File: src/rtl/bc_pkg.sv
// ---------------------------------------------------------------------------
// bc_pkg
// Shared definitions for the bus-controller responder (bus_ctrl_resp) and
// its MMIO register block (bc_mmio_regs):
//   - bc_state_t     : responder FSM state encoding
//   - OFS_*          : MMIO register byte offsets inside the 16-byte window
//   - ERRCNT_W/LED_W : widths of the error counter and the LED register
// ---------------------------------------------------------------------------
package bc_pkg;

    typedef enum logic [2:0] {
        ST_IDLE = 3'd0,
        ST_MEM  = 3'd1,
        ST_REG  = 3'd2,
        ST_RESP = 3'd3,
        ST_GAP  = 3'd4
    } bc_state_t;

    localparam logic [3:0] OFS_LED    = 4'h0;
    localparam logic [3:0] OFS_TIMER  = 4'h4;
    localparam logic [3:0] OFS_STATUS = 4'h8;

    localparam int ERRCNT_W = 8;
    localparam int LED_W    = 16;

endpackage : bc_pkg

File: src/rtl/bc_mmio_regs.sv
// ---------------------------------------------------------------------------
// bc_mmio_regs
// MMIO register block of the bus-controller responder.
//   0x0 LED    : RW, 16 bits
//   0x4 TIMER  : free-running 32-bit counter; any write clears it to 0
//   0x8 STATUS : RO, saturating 8-bit error counter
//   0xC        : reserved, reads 0
// Ports:
//   clk, rst  : clock, asynchronous active-high reset
//   wr        : write strobe (one cycle), qualified by offset
//   offset    : byte offset inside the MMIO window
//   wdata     : write data (only the LED register consumes a value)
//   err_pulse : one-cycle pulse per errored response; bumps the counter
//   rdata     : combinational read mux for the current offset
//   led       : LED register contents
// ---------------------------------------------------------------------------
module bc_mmio_regs
    import bc_pkg::*;
(
    input  logic             clk,
    input  logic             rst,
    input  logic             wr,
    input  logic [3:0]       offset,
    input  logic [LED_W-1:0] wdata,
    input  logic             err_pulse,
    output logic [31:0]      rdata,
    output logic [LED_W-1:0] led
);

    logic [LED_W-1:0]    led_reg;
    logic [31:0]         timer_reg;
    logic [ERRCNT_W-1:0] errcnt_reg;

    always_ff @(posedge clk or posedge rst) begin
        if (rst) begin
            led_reg <= '0;
        end else if (wr && (offset == OFS_LED)) begin
            led_reg <= wdata;
        end
    end

    // Wraps naturally at 2^32; a write clears and wins over the increment.
    always_ff @(posedge clk or posedge rst) begin
        if (rst) begin
            timer_reg <= '0;
        end else if (wr && (offset == OFS_TIMER)) begin
            timer_reg <= '0;
        end else begin
            timer_reg <= timer_reg + 32'd1;
        end
    end

    // Saturates at all-ones rather than wrapping back to zero.
    always_ff @(posedge clk or posedge rst) begin
        if (rst) begin
            errcnt_reg <= '0;
        end else if (err_pulse && (errcnt_reg != '1)) begin
            errcnt_reg <= errcnt_reg + 1'b1;
        end
    end

    always_comb begin
        rdata = '0;
        case (offset)
            OFS_LED:    rdata = {{(32-LED_W){1'b0}}, led_reg};
            OFS_TIMER:  rdata = timer_reg;
            OFS_STATUS: rdata = {{(32-ERRCNT_W){1'b0}}, errcnt_reg};
            default:    rdata = '0;
        endcase
    end

    assign led = led_reg;

endmodule : bc_mmio_regs

File: src/rtl/bus_ctrl_resp.sv
// ---------------------------------------------------------------------------
// bus_ctrl_resp
// Bus-controller responder between the CPU memory stage and the data RAM.
// Decodes each CPU request into the data-memory window, the 16-byte MMIO
// window at MMIO_BASE, or unmapped space; runs the access and returns a
// one-cycle ready pulse with read data and an error qualifier. Every
// response is followed by one idle (GAP) cycle.
//
// Optional feature (macro BC_TIMEOUT_EN): a MEM-state watchdog aborts the
// access with err = 1 when mem_ack is missing for TIMEOUT cycles. Without
// the macro the TIMEOUT parameter and the counter do not exist.
//
// Ports:
//   clk, rst                 : clock, asynchronous active-high reset
//   cpu_bc_req/addr/data/rw  : CPU request (held until bc_cpu_ready)
//   bc_cpu_data/ready/err    : registered response, valid with ready
//   mem_en/we/addr/wdata     : registered data-RAM request
//   mem_rdata, mem_ack       : data-RAM response
//   led                      : LED register contents
// ---------------------------------------------------------------------------
module bus_ctrl_resp
    import bc_pkg::*;
#(
    parameter int          MEM_AW    = 12,
    parameter logic [31:0] MMIO_BASE = 32'hFFFF_0000
`ifdef BC_TIMEOUT_EN
    ,
    parameter int          TIMEOUT   = 16
`endif
) (
    input  logic              clk,
    input  logic              rst,
    input  logic              cpu_bc_req,
    input  logic [31:0]       cpu_bc_addr,
    input  logic [31:0]       cpu_bc_data,
    input  logic              cpu_bc_rw,
    output logic [31:0]       bc_cpu_data,
    output logic              bc_cpu_ready,
    output logic              bc_cpu_err,
    output logic              mem_en,
    output logic              mem_we,
    output logic [MEM_AW-1:0] mem_addr,
    output logic [31:0]       mem_wdata,
    input  logic [31:0]       mem_rdata,
    input  logic              mem_ack,
    output logic [LED_W-1:0]  led
);

    // 33-bit limits so the window ends never overflow the compare.
    localparam logic [32:0] MEM_END  = 33'(1) << (MEM_AW + 2);
    localparam logic [32:0] MMIO_END = {1'b0, MMIO_BASE} + 33'd16;

    bc_state_t         state_reg, state_next;
    logic              mem_en_reg, mem_en_next;
    logic              mem_we_reg, mem_we_next;
    logic [MEM_AW-1:0] mem_addr_reg, mem_addr_next;
    logic [31:0]       mem_wdata_reg, mem_wdata_next;
    logic              ready_reg, ready_next;
    logic              err_reg, err_next;
    logic [31:0]       data_reg, data_next;
    logic [3:0]        ofs_reg, ofs_next;
    logic              reg_rw_reg, reg_rw_next;
    logic [LED_W-1:0]  reg_wdata_reg, reg_wdata_next;

    logic              in_mem;
    logic              in_mmio;
    logic              regs_wr;
    logic [31:0]       regs_rdata;

`ifdef BC_TIMEOUT_EN
    localparam int TCNT_W = (TIMEOUT > 1) ? $clog2(TIMEOUT) : 1;
    logic [TCNT_W-1:0] tcnt_reg, tcnt_next;
`endif

    assign in_mem  = ({1'b0, cpu_bc_addr} < MEM_END);
    assign in_mmio = (cpu_bc_addr >= MMIO_BASE) && ({1'b0, cpu_bc_addr} < MMIO_END);

    always_comb begin
        state_next     = state_reg;
        mem_en_next    = mem_en_reg;
        mem_we_next    = mem_we_reg;
        mem_addr_next  = mem_addr_reg;
        mem_wdata_next = mem_wdata_reg;
        ofs_next       = ofs_reg;
        reg_rw_next    = reg_rw_reg;
        reg_wdata_next = reg_wdata_reg;
        ready_next     = 1'b0;
        err_next       = 1'b0;
        data_next      = '0;
        regs_wr        = 1'b0;
`ifdef BC_TIMEOUT_EN
        tcnt_next      = '0;
`endif

        case (state_reg)
            ST_IDLE: begin
                if (cpu_bc_req) begin
                    if (cpu_bc_addr[1:0] != 2'b00) begin
                        state_next = ST_RESP;
                        ready_next = 1'b1;
                        err_next   = 1'b1;
                    end else if (in_mem) begin
                        state_next     = ST_MEM;
                        mem_en_next    = 1'b1;
                        mem_we_next    = cpu_bc_rw;
                        mem_addr_next  = cpu_bc_addr[MEM_AW+1:2];
                        mem_wdata_next = cpu_bc_data;
                    end else if (in_mmio) begin
                        state_next     = ST_REG;
                        ofs_next       = cpu_bc_addr[3:0];
                        reg_rw_next    = cpu_bc_rw;
                        reg_wdata_next = cpu_bc_data[LED_W-1:0];
                    end else begin
                        state_next = ST_RESP;
                        ready_next = 1'b1;
                        err_next   = 1'b1;
                    end
                end
            end

            ST_MEM: begin
                if (mem_ack) begin
                    state_next  = ST_RESP;
                    ready_next  = 1'b1;
                    data_next   = mem_we_reg ? 32'd0 : mem_rdata;
                    mem_en_next = 1'b0;
                    mem_we_next = 1'b0;
`ifdef BC_TIMEOUT_EN
                end else if (tcnt_reg == TCNT_W'(TIMEOUT - 1)) begin
                    state_next  = ST_RESP;
                    ready_next  = 1'b1;
                    err_next    = 1'b1;
                    mem_en_next = 1'b0;
                    mem_we_next = 1'b0;
                end else begin
                    tcnt_next = tcnt_reg + 1'b1;
`endif
                end
            end

            // The write lands on the same edge that captures the read mux,
            // so a read of the register being written returns the old value.
            ST_REG: begin
                state_next = ST_RESP;
                ready_next = 1'b1;
                data_next  = reg_rw_reg ? 32'd0 : regs_rdata;
                regs_wr    = reg_rw_reg;
            end

            ST_RESP: state_next = ST_GAP;

            ST_GAP:  state_next = ST_IDLE;

            default: state_next = ST_IDLE;
        endcase
    end

    always_ff @(posedge clk or posedge rst) begin
        if (rst) begin
            state_reg     <= ST_IDLE;
            mem_en_reg    <= 1'b0;
            mem_we_reg    <= 1'b0;
            mem_addr_reg  <= '0;
            mem_wdata_reg <= '0;
            ready_reg     <= 1'b0;
            err_reg       <= 1'b0;
            data_reg      <= '0;
            ofs_reg       <= '0;
            reg_rw_reg    <= 1'b0;
            reg_wdata_reg <= '0;
        end else begin
            state_reg     <= state_next;
            mem_en_reg    <= mem_en_next;
            mem_we_reg    <= mem_we_next;
            mem_addr_reg  <= mem_addr_next;
            mem_wdata_reg <= mem_wdata_next;
            ready_reg     <= ready_next;
            err_reg       <= err_next;
            data_reg      <= data_next;
            ofs_reg       <= ofs_next;
            reg_rw_reg    <= reg_rw_next;
            reg_wdata_reg <= reg_wdata_next;
        end
    end

`ifdef BC_TIMEOUT_EN
    always_ff @(posedge clk or posedge rst) begin
        if (rst) begin
            tcnt_reg <= '0;
        end else begin
            tcnt_reg <= tcnt_next;
        end
    end
`endif

    // Error counter bumps during the RESP cycle of an errored response.
    bc_mmio_regs u_regs (
        .clk       (clk),
        .rst       (rst),
        .wr        (regs_wr),
        .offset    (ofs_reg),
        .wdata     (reg_wdata_reg),
        .err_pulse (ready_reg & err_reg),
        .rdata     (regs_rdata),
        .led       (led)
    );

    assign bc_cpu_data  = data_reg;
    assign bc_cpu_ready = ready_reg;
    assign bc_cpu_err   = err_reg;
    assign mem_en       = mem_en_reg;
    assign mem_we       = mem_we_reg;
    assign mem_addr     = mem_addr_reg;
    assign mem_wdata    = mem_wdata_reg;

endmodule : bus_ctrl_resp

File: config.mk
export PLATFORM = sky130hd
export DESIGN_NAME = bus_ctrl_resp
export DESIGN_NICKNAME = d
export VERILOG_FILES = /design/src/rtl/bc_pkg.sv /design/src/rtl/bc_mmio_regs.sv /design/src/rtl/bus_ctrl_resp.sv
export SDC_FILE = /design/constraint.sdc
export NUM_CORES = 1
export LEC_CHECK = 0
export BUFFER_PORTS_ARGS = -buffer_cell sky130_fd_sc_hd__buf_2
export CAP_MARGIN = 20
export CORE_ASPECT_RATIO = 1.1
export CORE_MARGIN = 2
export CORE_UTILIZATION = 35
export DETAILED_ROUTE_END_ITERATION = 7
export PLACE_DENSITY = 0.69
export SYNTH_ARGS = -nofsm -noshare
export SYNTH_HDL_FRONTEND = slang
export SYNTH_SLANG_ARGS = --single-unit
File: constraint.sdc
create_clock -name clk -period 4.9 [get_ports clk]
set_input_delay 0.245 -clock clk [delete_from_list [all_inputs] [get_ports clk]]
set_output_delay 0.245 -clock clk [all_outputs]
set_load 0.02 [all_outputs]
==> metrics.md <==
| Metric | Value |
|---|---|
| Detailed placer's ending HPWL | `approximately 11000 um` |
| CP Launch Type | `register` |
| Worst slew pin tran | `about 0.83 ns` |
| Post-route clock skew | `~0.0088 ns` |
| Clk slew on worst S/H paths | `roughly 0.07 ns` |
| Kind of critical path | `register to register` |
| DRC Markers | `0` |
| Worst VDD drop | `approximately 0.00025 V` |
| CP max FO | `21` |
| Cell family with most CP delay | `simple AND/OR/NAND/NOR gates` |
| Sequential fraction of the synthesis area | `0.585` |
| Top-count cell post-synth | `dfrtp_1` |
| Synth top area share | `0.585` |
| Storage cell area | `about 4000 um^2` |
| Power per cell area | `around 360 nW/um^2` |
| WP data arrival | `around 2.6 ns` |
| Most common flop cell mapped by yosys | `dfrtp_1` |
| IO Count | `between 150 and 200` |
| Type of the most critical hold path | `input pin to register` |
| I/O Buffers | `between 150 and 200` |
| Post-CTS Setup Repair Bufs | `0` |
| Share of layout cells above drive strength 1 | `0.440` |
| Fill count | `roughly 1800` |
| Top routing layer in use | `met4` |
| Synth warnings | `0` |
| TritonRoute pass-1 iters | `7` |
| Post-CTS Hold Fix Bufs | `1` |
| Critical Path Most Common Cell | `or4_1` |
| Cell area after synthesis | `slightly below 7000 um^2` |
| Ranking of synthesized cells by area | `dfrtp_1 58%, mux2_2 9.9%, mux2_4 3.9%` |
| Worst rel slew slack | `0.444` |
| Placement Cell Area | `a little over 8000 um^2` |
| Final setup viols | `0` |
| CTS H-Tree Depth | `4` |
| Die span in y | `between 150 and 200 um` |
| Die width | `approximately 140 um` |
| Nets@finish | `slightly above 800` |
| Num CTS Buffers | `17` |
| Critical Path RT | `between 5 and 6 ns` |
| Worst path slowest cell | `or4_1` |
| Setup TNS | `0 ns` |
| CP max stage delay | `approximately 0.80 ns` |
| Cell Chain, Critical Path | `nand4_1 > or4_1 > or4_1 > a21oi_1` |
| WHS | `between 0.03 and 0.04 ns` |
| Multi-input gate area | `between 2000 and 3000 um^2` |
| Metal3 WL | `about 1100 um` |
| Largest net degree at the start of global routing | `57` |
| RSZ-0062 raised after global routing | `no` |
| RePlAce Congestion | `just under 0.8` |
| Max-Cap Viols | `0` |
| Gr ovfl total | `0` |
| Latest clock arrival within the worst-skew pair | `0.42 ns` |
| Synth top cells by count | `160 x dfrtp_1, 60 x mux2_2, 21 x nor2_1` |
| Gates resized, CTS repair | `0` |
| Period utilisation layout | `0.469` |
| Max Slew Vio Count | `0` |
| Tot GR Track Use | `0.156` |
| WL met2 | `7350 um` |
| Leak Pwr | `about 4.4 nW` |
| Area leader, netlist | `dfrtp_1` |
| Yosys cell types | `52` |
| Routed vias/inst | `between 5 and 6` |
| Critical Path Sink Type | `register` |
| WL per Instance | `~16 um` |
| Root Driver | `clkbuf_16` |
| DR vias | `5076` |
| Max Clock Freq | `435 MHz` |
| Global-route wire length before repair | `roughly 25000 um` |
| Outcome | `completed` |
| EDFF count, synth | `0` |
| Metal1 wirelength | `7140 um` |
| Syn_nets | `between 600 and 700` |
| Row count | `53` |
| Tmin final | `between 2 and 2.5 ns` |
| Clock Sink Count | `160` |
| P&R area growth vs syn | `27.0%` |
| Avg Inst Size Synth | `13.1 um^2` |
| Fin util | `0.454` |
| Routed Antenna Nets | `0` |
| Routed WL | `15900 um` |
| DIE AREA | `slightly above 20000 um^2` |
| Initial drt markers | `324` |
| Final hold vios | `0` |
| CTS Buffer Depth | `2` |
| Post-Syn Instances | `about 520` |
| Vias in the first global route | `about 4800` |
| Yosys reg bits | `160` |
| Initial Utilization | `0.357` |
| Design Area, Final | `just under 9000 um^2` |
| Core Region | `approximately 19000 um^2` |
| CTS tree | `yes` |
| Initial antenna violation count | `1` |
| Crit path buf inv count | `0` |
| Share of flip-flops with an asynchronous set or reset | `1.00` |
==> cell usage in the layout (no fill, tap or decap), drive strengths merged, types with 4 or more instances in the layout <==
cell type	synthesis	routed
buf	9	204
dfrtp	160	160
mux2	81	81
nor2	21	21
a21oi	20	20
clkbuf	16	19
nand2	18	18
nand3	17	17
o2bb2ai	16	16
a22o	16	16
or4	13	13
nand4	12	12
inv	8	12
o31ai	11	11
o21ai	9	9
nor4	9	9
or3	9	9
xor2	8	8
a222oi	8	8
a22oi	8	8
xnor2	7	7
and4	7	7
and2	6	6
clkinvlp	0	5
mux2i	4	4
nor4b	4	4
nor3	4	4
==> kinds of logic (layout without fill, tap and decap cells) <==
group | Yosys count | after routing | share of synthesized area
flip-flops | 160 | 160 | 0.585
multiplexers | 85 | 85 | 0.149
adder cells (fa/ha/maj) | 2 | 2 | 0.00365
buffers and inverters | 33 | 245 | 0.0225
AND/OR/NAND/NOR | 133 | 133 | 0.118
XOR/XNOR | 15 | 15 | 0.0192
other | 0 | 1 | 0
AO/OA/AOI/OAI | 96 | 96 | 0.104
==> worst reg2reg max path: cells and delay by family, from the launching register on <==
kind	cells	cell delay, ns
and+or+nand+nor	3	1.56
DFF	1	0.47
AOI/OAI and AO/OA	1	0.18
==> cell type report <==
type                    instances  share of cell area
multi-input cells             331               0.310
flip-flops and latches        160               0.460
clock buffers                  19              0.0521
diodes                          1            0.000288
well taps                     247              0.0355
clock inverters                13              0.0147
inverters                       8             0.00403
repair buffers                205               0.123
==> worst paths after layout <==
path / from / endpoint / slack, ns / depth (start not counted)
max: u_regs.timer_reg[7] / u_regs.timer_reg[26] / 2.60 / 4
min: mem_rdata[14] / bc_cpu_data[14] / 0.03 / 2
max reg2reg: u_regs.timer_reg[7] / u_regs.timer_reg[26] / 2.60 / 4
min reg2reg: mem_wdata[1] / mem_wdata[1] / 0.49 / 1
max in group asynchronous: rst / u_regs.timer_reg[27] / 3.38 / 4
min in group asynchronous: rst / bc_cpu_data[27] / 0.42 / 3
==> layer usage <==
layer / vias to the layer above / track usage
li1: 2393 / -
met1: 2467 / 0.214
met2: 194 / 0.238
met3: 22 / 0.0434
met4: 0 / 0.0562
met5: - / 0
==> per-stage QoR <==
stage | worst slack, ns | cells | total power, W
floorplan | 0.335 | 524 | 0.00173
global placement | 2.52 | 949 | 0.00187
detailed placement | 2.51 | 949 | 0.00188
CTS | 2.62 | 982 | 0.00319
global route | 2.46 | 984 | 0.00328
finish | 2.60 | 984 | 0.00314
==> power by group <==
part | internal, W | leakage [nW] | switching, W
Sequential | 0.00140 | 2.20 | 0.0000664
Combinational | 0.000156 | 1.96 | 0.000229
Clock | 0.000735 | 0.271 | 0.000554
Note: power is estimated with default switching activity, not from simulation.
